`src/rtl/funct_encoder.sv`:
```
// funct_encoder: encodes an ALU select plus register fields into a MIPS R-type word.
// Latency: one cycle from an accepted request to instr/instr_valid. The output comes from the 2-entry FIFO head register.
// Backpressure: req_ready drops when the FIFO is full and the consumer is stalling (instr_ready=0).
//
// Ports:
//   clk, reset                  - single rising-edge clock, async active-high reset
//   req_valid / req_ready       - request handshake
//   select_bits_ALU[2:0]        - requested ALU op; 3'b011 is unsupported and rejected
//   rs, rt, rd, shamt [4:0]     - instruction fields
//   instr_valid / instr_ready   - output handshake, instr[31:0] is the encoded word
//   err_pulse                   - one-cycle flag after an unsupported request is consumed
//   err_count[ERR_CNT_W-1:0]    - saturating count of rejected requests
module funct_encoder #(
  parameter int ERR_CNT_W = 8
) (
  input  logic                 clk,
  input  logic                 reset,
  input  logic                 req_valid,
  output logic                 req_ready,
  input  logic [2:0]           select_bits_ALU,
  input  logic [4:0]           rs,
  input  logic [4:0]           rt,
  input  logic [4:0]           rd,
  input  logic [4:0]           shamt,
  output logic                 instr_valid,
  input  logic                 instr_ready,
  output logic [31:0]          instr,
  output logic                 err_pulse,
  output logic [ERR_CNT_W-1:0] err_count
);

  typedef enum logic [1:0] {
    EMPTY = 2'd0,
    ONE   = 2'd1,
    FULL  = 2'd2
  } occ_e;

  occ_e                 state_q, state_d;
  logic [31:0]          head_q, head_d;
  logic [31:0]          tail_q, tail_d;
  logic                 err_pulse_q, err_pulse_d;
  logic [ERR_CNT_W-1:0] err_count_q, err_count_d;

  logic [5:0]  funct;
  logic        supported;
  logic [4:0]  shamt_eff;
  logic [31:0] word;
  logic        accept, push, pop;

  // Select-to-funct mapping.
  always_comb begin
    funct     = 6'b000000;
    supported = 1'b1;
    case (select_bits_ALU)
      3'b000:  funct = 6'b100100;  // and
      3'b001:  funct = 6'b100101;  // or
      3'b010:  funct = 6'b100000;  // add
      3'b100:  funct = 6'b100010;  // sub
      3'b101:  funct = 6'b000010;  // srl
      3'b110:  funct = 6'b000000;  // sll
      3'b111:  funct = 6'b100111;  // nor
      default: supported = 1'b0;   // 3'b011 has no encoding
    endcase
  end

  // Only the shift ops carry a shift amount; the field is zero otherwise.
  assign shamt_eff = ((funct == 6'b000000) || (funct == 6'b000010)) ? shamt : 5'd0;
  assign word      = {6'b000000, rs, rt, rd, shamt_eff, funct};

  // A full FIFO can still take a request when the head leaves this same cycle.
  assign req_ready = (state_q != FULL) || instr_ready;
  assign accept    = req_valid && req_ready;
  assign push      = accept && supported;
  assign pop       = (state_q != EMPTY) && instr_ready;

  always_comb begin
    state_d     = state_q;
    head_d      = head_q;
    tail_d      = tail_q;
    err_pulse_d = accept && !supported;
    err_count_d = err_count_q;

    if (accept && !supported && (err_count_q != {ERR_CNT_W{1'b1}})) begin
      err_count_d = err_count_q + ERR_CNT_W'(1);
    end

    case (state_q)
      EMPTY: begin
        if (push) begin
          state_d = ONE;
          head_d  = word;
        end
      end
      ONE: begin
        if (push && !pop) begin
          state_d = FULL;
          tail_d  = word;
        end else if (push && pop) begin
          head_d = word;
        end else if (pop) begin
          state_d = EMPTY;
          head_d  = 32'd0;  // an empty FIFO presents an all-zero word
        end
      end
      FULL: begin
        // Without pop, req_ready is low, so push cannot occur here.
        if (pop && push) begin
          head_d = tail_q;
          tail_d = word;
        end else if (pop) begin
          state_d = ONE;
          head_d  = tail_q;
          tail_d  = 32'd0;
        end
      end
      default: begin
        state_d = EMPTY;
        head_d  = 32'd0;
        tail_d  = 32'd0;
      end
    endcase
  end

  always_ff @(posedge clk or posedge reset) begin
    if (reset) begin
      state_q     <= EMPTY;
      head_q      <= 32'd0;
      tail_q      <= 32'd0;
      err_pulse_q <= 1'b0;
      err_count_q <= '0;
    end else begin
      state_q     <= state_d;
      head_q      <= head_d;
      tail_q      <= tail_d;
      err_pulse_q <= err_pulse_d;
      err_count_q <= err_count_d;
    end
  end

  assign instr_valid = (state_q != EMPTY);
  assign instr       = head_q;
  assign err_pulse   = err_pulse_q;
  assign err_count   = err_count_q;

endmodule

```
`config.mk`:
```
export PLATFORM = sky130hd
export DESIGN_NAME = funct_encoder
export DESIGN_NICKNAME = d
export VERILOG_FILES = /design/src/rtl/funct_encoder.sv
export SDC_FILE = /design/constraint.sdc
export NUM_CORES = 1
export LEC_CHECK = 0
export BUFFER_PORTS_ARGS = -buffer_cell sky130_fd_sc_hd__buf_2
export CORE_MARGIN = 1
export CORE_UTILIZATION = 35
export CTS_BUF_LIST = sky130_fd_sc_hd__clkbuf_8
export DETAILED_ROUTE_END_ITERATION = 7
export GPL_ROUTABILITY_DRIVEN = 0
export PLACE_DENSITY = 0.58
export SLEW_MARGIN = 20
export SYNTH_ARGS = -nofsm -noshare
export SYNTH_HDL_FRONTEND = slang
export SYNTH_SLANG_ARGS = --single-unit
```
`constraint.sdc`:
```
create_clock -name clk -period 2.37 [get_ports clk]
set_clock_uncertainty 0.05 [all_clocks]
set_input_delay 0.474 -clock clk [delete_from_list [all_inputs] [get_ports clk]]
set_output_delay 0.474 -clock clk [all_outputs]
set_load 0.1 [all_outputs]
```
==> parameters.txt, run 1 <==
Parameter                              Value

STA
  TNS Setup    0 ns
  Final hold violation count    0
  Setup repair after global routing missed its margin    false
  Tmin final    2.273 ns
  Highest attainable clock frequency    0.4399 GHz
  Slew of the pin with the lowest slew margin    0.7055 ns
  Rel. slew slack    52.92%
  Final number of setup-violating endpoints    0
  Crit share post-route    95.92%
  Fin. max-slew vios    0

Cells and area
  Area Growth Syn to Fin    22.13%
  Number of nets in the final layout    330
  Diodes inserted    0
  Proportion of layout cells with a drive suffix above 1    33.00%
  Cell area after layout    3438 µm²
  Leading cell types in the layout, fill and taps excluded    sky130_fd_sc_hd__dfrtp_1, sky130_fd_sc_hd__buf_2, sky130_fd_sc_hd__and2_1

Detailed routing
  Final wirelength    6384 µm
  Vias per cell    5.185
  Starting DRT DRC Count    95
  DR vias    2100
  Detail-routed net length per standard cell    15.76 µm
  Number of optimization iterations in the first detailed-route pass    4
  Number of nets with antenna violations after detailed routing    0
  DRC errors left    0

Job
  Number of max-cap violations    0

Floorplanning
  I/O Pins    70
  Die H    91.69 µm
  Standard-cell rows    32
  Die outline area    8406 µm²
  Die Width    91.69 µm
  Total core area    7767 µm²
  Initial core utilization    36.24%

Power
  Cell leakage power    0.001760 µW
  Cell area power density    1522 nW/µm²
  Total power draw    5232 µW
  Max VDD drop    1054 µV

Clock tree
  Clk pin slew, worst setup/hold paths    0.07 ns
  Clock Latency Late Sink    0.33 ns
  Count of buffers added by post-CTS timing repair for setup    0
  Maximum root-to-sink buffer count    2
  Total of hold buffers inserted after clock tree synthesis    0
  Clk root buf    sky130_fd_sc_hd__clkbuf_8
  Cells resized by post-CTS repair    1
  Clock tree sinks    59
  H-Tree Level Count    3
  TritonCTS clock tree    yes
  Clock buffer count from CTS    9

Worst setup path
  Type of destination of the critical path    output port
  Crit-path cells    inv_1 -> ha_1 -> buf_4 -> clkinvlp_4 -> clkbuf_4
  Data arrival time at the worst-slack endpoint    1.75 ns
  Worst path slowest cell    sky130_fd_sc_hd__dfrtp_1
  Maximum fanout along the worst path    5
  Kind of critical path    flop to output port
  Category of the worst setup path launch point    flop
  Category of cells accounting for the largest share of critical-path delay    buffers and inverters
  Buf/Inv on CP    4
  Crit path required time    1.85 ns
  Delay contributed by the slowest stage of the critical path    0.42 ns

Global route
  Global-route wire length before repair    10670 µm
  Global-route usage over all layers    16.39%
  Antenna violations before repair    0
  GRT overflow    0
  Pin count of the biggest net entering global routing    34
  Via count of the first global-routing pass    2047

Placement
  Port Buf Inserts    61
  Placed wire-length estimate    4382 µm
  Area after detailed placement    3213 µm²

Synth
  Leading register cell type out of synthesis    sky130_fd_sc_hd__dfrtp_1
  Seq/Total Area, Yosys    52.44%
  Synthesized flop and latch total    59
  Number of distinct library cell variants in the gate-level netlist after synthesis    44
  Mean instance size in the synthesized netlist    12.08 µm²
  Cell count after synthesis    233
  Number of enable-type register cells in the synthesized netlist    0
  Synthesis warning total    0
  Fraction of registers with async set or reset after synthesis    100.0%
  Netlist area before placement    2815 µm²

Run status
  Run status    finished, final reports clean

Min path
  Class of the tightest hold or removal check    input port to asynchronous set/reset pin
sequential cells by signal, indices dropped and copies added, names as in the netlist:
signal,count
err_count,8
err_pulse,1
instr,24
state_q,2
tail_q,24
power by group:
part | switching, µW | internal (µW) | total (µW) | leakage [µW]
clock | 396 | 568 | 964 | 0.000108
sequential | 168 | 1270 | 1440 | 0.000803
combinational | 2240 | 593 | 2830 | 0.000848
total | 2800 | 2430 | 5230 | 0.00176
stage by stage:
| step | util (%) | cells | hold slack (ns) | setup slack (ns) |
|---|---|---|---|---|
| detailed placement | 41.37 | 389 | 0.4234 | 0.009903 |
| floorplan | - | 240 | 0.4049 | 0.09869 |
| CTS | 44.14 | 405 | 0.1660 | 0.03831 |
| finish | 44.27 | 405 | 0.1448 | 0.09664 |
| global route | 44.27 | 405 | 0.1837 | 0.01550 |
| global placement | 41.37 | 389 | 0.4142 | 0.1030 |
worst reg2reg max path, stage by stage (launching register included):
cell and delay, ns:
sky130_fd_sc_hd__dfrtp_1 0.41, sky130_fd_sc_hd__inv_1 0.08, sky130_fd_sc_hd__ha_1 0.21, sky130_fd_sc_hd__buf_4 0.18, sky130_fd_sc_hd__nor2_1 0.23, sky130_fd_sc_hd__nand3_1 0.12, sky130_fd_sc_hd__and2_1 0.16, sky130_fd_sc_hd__buf_4 0.20
sky130_fd_sc_hd__a221o_1 0.37
cells by family (layout without fill, tap and decap cells):
kind of cell / count (synthesis) / in the layout / synth area share, %
compound gates: 66 / 66 / 20.85
simple gates: 60 / 60 / 14.40
flops: 59 / 59 / 52.44
buf+inv: 31 / 94 / 6.444
xor+xnor: 10 / 10 / 3.111
fa+ha+maj: 5 / 5 / 2.222
other cells: 1 / 8 / 0.1332
mux: 1 / 1 / 0.4000
cell usage after synthesis (all sizes together), types with 2 or more instances:
cell,number,share of area [%]
xor2,8,2.5
dfrtp,59,52
nor2,6,0.89
a221o,21,7.5
clkbuf,3,0.44
ha,5,2.2
a32o,9,3.2
nand2,6,0.80
a22o,21,6.5
nor4,3,0.67
and2,22,4.9
buf,21,5.1
and3b,3,0.98
xnor2,2,0.62
nor3b,2,0.53
nand2b,3,0.67
o21ai,4,0.71
nand3,8,1.9
nand3b,2,0.98
nor4b,2,1.4
nor3,2,0.53
a21oi,3,0.53
inv,7,0.93
path summary, 6_finish.rpt:
| check | start | to | slack (ns) | cells after the start |
|---|---|---|---|---|
| min reg2reg | tail_q[9]$_DFFE_PP0P_ | tail_q[9]$_DFFE_PP0P_ | 0.43 | 1 |
| max in group asynchronous | reset | state_q[0]$_DFFE_PP0P_ | 1.55 | 3 |
| max | state_q[1]$_DFFE_PP0P_ | instr_valid | 0.1 | 5 |
| min | reset | instr[18]$_DFFE_PP0P_ | 0.14 | 2 |
| max reg2reg | state_q[0]$_DFFE_PP0P_ | instr[5]$_DFFE_PP0P_ | 0.22 | 8 |
| min in group clk | rs[3] | tail_q[24]$_DFFE_PP0P_ | 0.33 | 2 |
area by class of cell:
type	instances	area (µm²)
repair buffers	71	397.9
inverters	7	30.03
clock inverters	4	47.55
clock buffers	12	165.2
well taps	102	127.6
flip-flops and latches	59	1476
multi-input cells	150	1194
fillers	772	4329
per-layer routing:
metal,GRT usage [%],wire [µm]
met5,0,0
met1,21.63,2955
met3,5.224,348
met2,25.38,3011
met4,5.688,68
Note: power is estimated with default switching activity, not from simulation.
==> run 2: changes to the inputs <==
--- a/config.mk
+++ b/config.mk
@@ -6,7 +6,7 @@
 export NUM_CORES = 1
 export LEC_CHECK = 0
 export BUFFER_PORTS_ARGS = -buffer_cell sky130_fd_sc_hd__buf_2
-export CORE_MARGIN = 1
+export CORE_MARGIN = 2
 export CORE_UTILIZATION = 35
 export CTS_BUF_LIST = sky130_fd_sc_hd__clkbuf_8
 export DETAILED_ROUTE_END_ITERATION = 7
==> run 2 against run 1 <==
Effect of this change: first-iteration DRC count shrank 33%; wire length grew 2.6%; count of clock-buffer cells in the layout shrank 3; maximum frequency shrank 0.33%; final cell count shrank 0.49%; combinational power is essentially flat; global-route usage shrank 0.12 points; setup slack lost 0.0076 ns; sequential cell count is the same; largest power group unchanged; core utilization shrank 0.98 points; worst hold slack lost 0.0077 ns; largest cell class unchanged.
==> parameters.txt, run 2 (same netlist as run 1, synthesis figures left out) <==
Parameter                              Value

Detailed routing
  Number of optimization iterations in the first detailed-route pass    4
  Final wirelength    6553 µm
  Starting DRT DRC Count    64
  Number of nets with antenna violations after detailed routing    0
  Vias per cell    5.164
  DR vias    2081
  DRC errors left    0
  Detail-routed net length per standard cell    16.26 µm

Cells and area
  Diodes inserted    0
  Sequential cell area in the final layout    1476 µm²
  Fill cell total of the finished layout    782
  Area Growth Syn to Fin    19.42%
  Most frequent standard cell in the layout excluding fill and tap cells    sky130_fd_sc_hd__buf_2
  Utilization of the core after routing    43.28%
  Number of nets in the final layout    328
  Multi-input gate area in the final layout    1194 µm²
  Proportion of layout cells with a drive suffix above 1    31.23%
  Leading cell types in the layout, fill and taps excluded    sky130_fd_sc_hd__buf_2, sky130_fd_sc_hd__dfrtp_1, sky130_fd_sc_hd__and2_1

Floorplanning
  Standard-cell rows    32
  I/O Pins    70
  Die Width    93.69 µm
  Initial core utilization    36.24%
  Total core area    7767 µm²
  Die H    93.69 µm
  Die outline area    8777 µm²

Min path
  Class of the tightest hold or removal check    input port to asynchronous set/reset pin

Clock tree
  Clock Latency Late Sink    0.34 ns
  Maximum root-to-sink buffer count    2
  Clk root buf    sky130_fd_sc_hd__clkbuf_8
  TritonCTS clock tree    yes
  Clock buffer count from CTS    9
  Clk pin slew, worst setup/hold paths    0.07 ns
  H-Tree Level Count    3
  Total of hold buffers inserted after clock tree synthesis    0
  Clock tree sinks    59

STA
  Fin. max-slew vios    0
  Crit share post-route    96.24%
  TNS Setup    0 ns
  Slew of the pin with the lowest slew margin    0.7223 ns
  Highest attainable clock frequency    0.4384 GHz
  Final hold violation count    0
  Tmin final    2.281 ns
  Final number of setup-violating endpoints    0
  Rel. slew slack    51.80%
  Setup repair after global routing missed its margin    false

Worst setup path
  Data arrival time at the worst-slack endpoint    1.76 ns
  Kind of critical path    flop to output port
  Maximum fanout along the worst path    6
  Crit path required time    1.85 ns
  Type of destination of the critical path    output port
  Category of the worst setup path launch point    flop

Placement
  Port Buf Inserts    61
  Placed wire-length estimate    4486 µm

Global route
  Global-route usage over all layers    16.27%
  Global-route wire length before repair    10770 µm
  Pin count of the biggest net entering global routing    35
  Antenna violations before repair    0
  Via count of the first global-routing pass    2074
  GRT overflow    0

Job
  Number of max-cap violations    0

Power
  Cell leakage power    0.001738 µW
  Max VDD drop    1010 µV
  Cell area power density    1480 nW/µm²

Run status
  Run status    finished, final reports clean
## run 2: cell types whose count changed in the layout (fill, tap and decap cells not counted)
cell	previous run	this run
sky130_fd_sc_hd__clkbuf_4	2	1
sky130_fd_sc_hd__clkinvlp_4	2	1
sky130_fd_sc_hd__inv_1	5	9
sky130_fd_sc_hd__buf_2	59	60
sky130_fd_sc_hd__buf_4	9	7
sky130_fd_sc_hd__clkinv_2	2	3
sky130_fd_sc_hd__clkbuf_8	12	9
sky130_fd_sc_hd__bufinv_16	1	0
## run 2: worst max-delay path, cell delays in order, from the launching register on
cell and delay [ns]:
sky130_fd_sc_hd__dfrtp_1 0.41, sky130_fd_sc_hd__inv_1 0.08, sky130_fd_sc_hd__ha_1 0.23, sky130_fd_sc_hd__buf_4 0.18
sky130_fd_sc_hd__clkinvlp_4 0.09, sky130_fd_sc_hd__buf_2 0.42
## run 2: metal layers
| layer | global-route usage [%] | up-vias | wire [µm] |
|---|---|---|---|
| met4 | 5.797 | 0 | 110 |
| met3 | 5.056 | 11 | 297 |
| met2 | 25.12 | 53 | 3142 |
| met1 | 21.63 | 1030 | 3003 |
| met5 | 0 | - | 0 |
| li1 | - | 987 | - |
## run 2: where the power goes
group	leakage (µW)	switching (µW)	internal (µW)
sequential	0.000803	174	1270
combinational	0.000837	2230	571
clock	0.0000977	372	358
## run 2: worst paths after layout
check | cells after the start | startpoint | slack (ns) | to
worst min-delay path | 2 | reset | 0.14 | instr[17]$_DFFE_PP0P_
worst max register to register | 8 | state_q[0]$_DFFE_PP0P_ | 0.17 | instr[18]$_DFFE_PP0P_
max in group asynchronous | 3 | reset | 1.55 | tail_q[1]$_DFFE_PP0P_
worst min register to register | 1 | tail_q[10]$_DFFE_PP0P_ | 0.43 | tail_q[10]$_DFFE_PP0P_
min in group clk | 2 | rt[0] | 0.33 | instr[16]$_DFFE_PP0P_
worst max-delay path | 5 | state_q[0]$_DFFE_PP0P_ | 0.09 | instr_valid
## run 2: layout make-up
class                   count  area share [%]
repair buffers             69           11.31
well taps                 102           3.796
flip-flops and latches     59           43.92
clock inverters             7          0.8932
multi-input cells         150           35.50
clock buffers               9           3.684
inverters                   7          0.8932
## run 2: through the flow
step                      area, µm²  instances  total power, µW  setup slack, ns  hold WS (ns)
final                          3362        403             4975          0.08902        0.1372
after global routing           3362        403             5248         0.001612        0.1663
after CTS                      3352        403             5029          0.02310        0.1444
after detailed placement       3198        387             4274          0.08783        0.4220
after global placement         3198        387             4251           0.1575        0.4148
after floorplan                2848        240             3777          0.09869        0.4049
## run 2: timing repair
action	4_1_cts	5_1_grt
setup endpoints to repair	0	15
resized for setup	0	2
buffers inserted	0	0
